[config.mk]
export PLATFORM = sky130hd
export DESIGN_NAME = alu181_seq
export DESIGN_NICKNAME = d
export VERILOG_FILES = /design/src/rtl/alu181_seq.sv
export SDC_FILE = /design/constraint.sdc
export NUM_CORES = 1
export LEC_CHECK = 0
export ABC_AREA = 0
export CAP_MARGIN = 40
export CORE_MARGIN = 2
export CORE_UTILIZATION = 51
export DETAILED_ROUTE_END_ITERATION = 8
export PLACE_DENSITY = 0.87
export SLEW_MARGIN = 20
export SYNTH_ARGS = -nofsm -noshare
export SYNTH_HDL_FRONTEND = slang
export SYNTH_SLANG_ARGS = --single-unit
[constraint.sdc]
create_clock -name clk -period 3.35 [get_ports clk]
set_input_delay 0.5025 -clock clk [delete_from_list [all_inputs] [get_ports clk]]
set_output_delay 0.5025 -clock clk [all_outputs]
set_load 0.01 [all_outputs]
[src/rtl/alu181_seq.sv]
// alu181_seq: multi-cycle WIDTH-bit 74181-function ALU; optional zf/nf flags via ALU181_SEQ_FLAGS_EN.
// Latency: N = WIDTH/(4*NIB_PER_CYC) RUN cycles after accept; initiation interval N+2.
// Backpressure: result held in DONE until out_ready; in_ready low outside IDLE, requests not queued.
module alu181_seq #(
  parameter int WIDTH       = 16,
  parameter int NIB_PER_CYC = 1
) (
  input  logic             clk,
  input  logic             rst,
  input  logic             in_valid,
  output logic             in_ready,
  input  logic [WIDTH-1:0] a,
  input  logic [WIDTH-1:0] b,
  input  logic [3:0]       s,
  input  logic             m,
  input  logic             cin_n,
  output logic             out_valid,
  input  logic             out_ready,
  output logic [WIDTH-1:0] f,
  output logic             cout_n,
  output logic             eqv,
  output logic             busy
`ifdef ALU181_SEQ_FLAGS_EN
  ,
  output logic             zf,
  output logic             nf
`endif
);

  localparam int GW = 4 * NIB_PER_CYC;
  localparam int N  = WIDTH / GW;
  localparam int CW = (N > 1) ? $clog2(N) : 1;
  localparam int IW = (WIDTH > 4) ? $clog2(WIDTH) : 2;

  typedef enum logic [1:0] {IDLE, RUN, DONE} state_t;

  state_t           state;
  logic [WIDTH-1:0] a_q, b_q;
  logic [3:0]       s_q;
  logic             m_q;
  logic             carry_q;
  logic [CW-1:0]    cnt_q;

  logic [IW-1:0]    base;
  logic [GW-1:0]    a_grp, b_grp, grp_f;
  logic             grp_cn;
  logic [WIDTH-1:0] f_next;
  logic             last;

  // One 74181 slice, active-high data; returns {Cn+4 (active-low), F}.
  // Logic mode forces the internal carry term so F = ~(P ^ G).
  function automatic logic [4:0] slice181(input logic [3:0] av, input logic [3:0] bv,
                                          input logic [3:0] sv, input logic mv,
                                          input logic cn);
    logic [3:0] p, g, fo;
    logic       c;
    c = ~cn;
    for (int i = 0; i < 4; i++) begin
      p[i]  = av[i] | (bv[i] & sv[0]) | (~bv[i] & sv[1]);
      g[i]  = (av[i] & bv[i] & sv[3]) | (av[i] & ~bv[i] & sv[2]);
      fo[i] = p[i] ^ g[i] ^ (mv | c);
      c     = g[i] | (p[i] & c);
    end
    return {~c, fo};
  endfunction

  always_comb begin
    logic       cn;
    logic [4:0] r;
    base   = IW'(GW * int'(cnt_q));
    a_grp  = a_q[base +: GW];
    b_grp  = b_q[base +: GW];
    grp_f  = '0;
    cn     = carry_q;
    r      = '0;
    for (int j = 0; j < NIB_PER_CYC; j++) begin
      r              = slice181(a_grp[4*j +: 4], b_grp[4*j +: 4], s_q, m_q, cn);
      grp_f[4*j +: 4] = r[3:0];
      cn             = r[4];
    end
    grp_cn = cn;
    f_next = f;
    f_next[base +: GW] = grp_f;
    last   = (cnt_q == CW'(N - 1));
  end

  always_ff @(posedge clk or posedge rst) begin
    if (rst) begin
      state     <= IDLE;
      in_ready  <= 1'b0;
      busy      <= 1'b0;
      out_valid <= 1'b0;
      f         <= '0;
      cout_n    <= 1'b1;
      eqv       <= 1'b0;
      a_q       <= '0;
      b_q       <= '0;
      s_q       <= '0;
      m_q       <= 1'b0;
      carry_q   <= 1'b1;
      cnt_q     <= '0;
`ifdef ALU181_SEQ_FLAGS_EN
      zf        <= 1'b0;
      nf        <= 1'b0;
`endif
    end else begin
      case (state)
        IDLE: begin
          in_ready <= 1'b1;
          if (in_valid && in_ready) begin
            a_q      <= a;
            b_q      <= b;
            s_q      <= s;
            m_q      <= m;
            carry_q  <= cin_n;
            cnt_q    <= '0;
            in_ready <= 1'b0;
            busy     <= 1'b1;
            state    <= RUN;
          end
        end
        RUN: begin
          f       <= f_next;
          carry_q <= grp_cn;
          cnt_q   <= cnt_q + CW'(1);
          if (last) begin
            out_valid <= 1'b1;
            cout_n    <= grp_cn;
            eqv       <= &f_next;
`ifdef ALU181_SEQ_FLAGS_EN
            zf        <= (f_next == '0);
            nf        <= f_next[WIDTH-1];
`endif
            state     <= DONE;
          end
        end
        DONE: begin
          if (out_ready) begin
            out_valid <= 1'b0;
            busy      <= 1'b0;
            in_ready  <= 1'b1;
            state     <= IDLE;
          end
        end
        default: state <= IDLE;
      endcase
    end
  end

endmodule

==> flow_metrics.py <==
metrics = {
    "final_layout": {
        "mostFrequentLayoutCells": "clkdlybuf4s50_1, dfrtp_1, mux2_2",
        "drive_gt1_share_pct": 25.5,
        "multi_input_area_sq_um": 1490,
        "fill_cells": 442,
        "mostFrequentLayoutCell": "clkdlybuf4s50_1",
        "antennaDiodeCount": 0,
        "post-route-util_pct": 68.8,
        "areaGrowthSynthToFinish_pct": 30.3,
        "register_area_sq_um": 1580,
        "nNetsFinal": 364,
    },
    "timing": {
        "tightest_slew_ns": 0.520,
        "setup_tns_ns": 0,
        "hold_viol_final": 0,
        "max_slew_margin_pct": 65.3,
        "fin_crit_sh_pct": 87.9,
        "min_period_ns": 2.95,
        "finalMaxSlewViolations": 0,
        "rsz0062_at_grt": "no",
        "hold_ws_ns": 0.484,
        "fin_skew_ns": 0.00709,
        "fmax_ghz": 0.340,
        "setup-violations-final": 0,
    },
    "floorplanning": {
        "dieArea_sq_um": 6810,
        "die_y_um": 82.5,
        "coreArea_sq_um": 5960,
        "rows": 28,
        "chipWidth_um": 82.5,
        "io_pins": 63,
        "initial_utilization_pct": 52.8,
    },
    "min_path": {
        "hold_class": "register to register",
    },
    "placed_design": {
        "numPortBuffers": 62,
        "dp_hpwl_um": 4800,
        "gp_congestion": 0.965,
    },
    "clocking": {
        "cts.path.max_buffers": 2,
        "postCtsSetupBuffers": 0,
        "root_buffer": "clkbuf_8",
        "ctsHoldBuffers": 0,
        "tritoncts": "built",
        "numCtsBuffers": 9,
        "ctsHtreeMaxLevel": 3,
        "cts_resized": 0,
        "numClockSinks": 63,
        "clkTransAtPathRegs_ns": 0.07,
        "insertion_delay_ns": 0.35,
    },
    "synthesis": {
        "syn_area_per_cell_sq_um": 12.7,
        "synthDistinctLibCells": 55,
        "syn_inst": 247,
        "seq_area_frac_synth_pct": 50.2,
        "yosys_warnings": 0,
        "synth_ff_type": "dfrtp_1",
        "async_reset_ff_share_pct": 100,
        "syn_area_sq_um": 3140,
        "synth_nets": 295,
        "synth_seq_cells": 63,
        "synth_edf_count": 0,
    },
    "critical_path": {
        "cp_slowest_stage_delay_ns": 0.64,
        "cp_max_fo": 9,
        "cpMaxStageDelayCell": "mux4_2",
        "startpoint_type": "register",
        "crit_type": "register to register",
        "cp_cell_sequence": "mux4_2 > mux2_4 > a21boi_1 > nor4_1 > or4_4 > and2_4 > a32o_1",
        "required_ns": 3.58,
        "cp-end-kind": "register",
        "critPathArrivalTime_ns": 3.18,
    },
    "status": {
        "status": "finished clean",
    },
    "routing": {
        "detail-route-antenna-nets": 0,
        "drt-wirelength-per-cell_um": 17.2,
        "viasPerCell": 5.90,
        "routed-via-count": 2337,
        "wirelength_um": 6800,
        "drc_errors": 0,
        "drtIter0Drc": 185,
        "first_pass_iters": 5,
    },
    "power": {
        "finalPower_mw": 4.28,
        "p_leak_nw": 1.70,
        "power_density_nw_per_um2": 1050,
        "vdd_drop_max_mv": 0.614,
    },
    "grt": {
        "grt_max_degree": 64,
        "grt-ovfl-total": 0,
        "grt_pass1_wl_um": 11300,
        "grt_util_all_layers_pct": 22.7,
        "grt_pass1_vias": 2378,
        "antenna_found_initial": 0,
    },
    "job": {
        "maxCapViolCount": 0,
    },
}
==> routing by layer <==
| metal | up-vias | track usage [%] | wire [um] |
|---|---|---|---|
| li1 | 1070 | - | - |
| met2 | 108 | 36.2 | 3300 |
| met3 | 17 | 6.52 | 513 |
| met5 | - | 0 | 0 |
| met4 | 0 | 11.0 | 141 |
| met1 | 1142 | 28.4 | 2850 |
==> state kept, by name, summed over array words and instances, names as in the netlist <==
signal and flops:
a_q 16, b_q 16, busy 1, carry_q 1, cnt_q 2, cout_n 1, eqv 1, f 16
in_ready 1, m_q 1, out_valid 1, s_q 4, state 2
==> Yosys cell counts, types with 4 or more instances <==
cell | count | area (sq um)
dfrtp_1 | 61 | 1530
a21oi_1 | 10 | 50.1
clkbuf_1 | 6 | 22.5
nor2_1 | 7 | 26.3
nand4_1 | 4 | 25.0
a22o_1 | 8 | 70.1
o21ai_0 | 9 | 45.0
inv_1 | 9 | 33.8
mux4_2 | 6 | 135
a32o_1 | 7 | 70.1
mux2_2 | 40 | 450
nand2_1 | 14 | 52.6
ha_1 | 6 | 75.1
==> layout make-up <==
type / count / area share [%]
multi-input combinational: 165 / 36.4
tap: 75 / 2.29
clock inverter: 6 / 2.05
sequential: 63 / 38.5
clock buffer: 10 / 3.36
timing repair buffer: 68 / 16.6
inverter: 9 / 0.825
==> power breakdown <==
group          internal (mW)  switching (mW)
Combinational           1.13           0.997
Clock                  0.436           0.301
Sequential              1.11           0.316
Total                   2.67            1.61
==> per-stage QoR <==
step                      std cells  worst slack (ns)  instance area, sq um
final                           396             0.405                  4100
after global routing            396             0.251                  4100
after CTS                       396             0.391                  4100
after detailed placement        380             0.407                  3870
after global placement          380             0.458                  3870
after floorplan                 247             0.713                  3140
==> critical path: cells and delay by family, from the launching register on <==
kind,cells,cell delay [ns]
DFF,1,0.63
AOI/OAI and AO/OA,2,0.42
and+or+nand+nor,3,0.81
muxes,2,0.98
==> logic make-up (layout without fill, tap and decap cells) <==
family	count (synthesis)	in the layout	synth area share [%]
compound gates	50	50	11.6
fa+ha+maj	6	6	2.39
simple gates	52	52	9.52
buf+inv	19	93	2.83
xor+xnor	3	3	0.836
mux	54	54	22.6
flops	63	63	50.2
==> path summary, 6_finish.rpt <==
path | start | endpoint | slack [ns] | cells after the start
setup / recovery | cnt_q[0]$_DFFE_PP0P_ | f[11]$_DFFE_PP0P_ | 0.40 | 7
hold / removal | busy$_DFFE_PP0P_ | busy$_DFFE_PP0P_ | 0.48 | 1
setup reg to reg | cnt_q[0]$_DFFE_PP0P_ | f[11]$_DFFE_PP0P_ | 0.40 | 7
hold reg to reg | busy$_DFFE_PP0P_ | busy$_DFFE_PP0P_ | 0.48 | 1
max in group asynchronous | rst | cout_n$_DFFE_PP1P_ | 2.51 | 3
min in group asynchronous | rst | busy$_DFFE_PP0P_ | 0.52 | 3
Power figures use the tool's default switching activity.
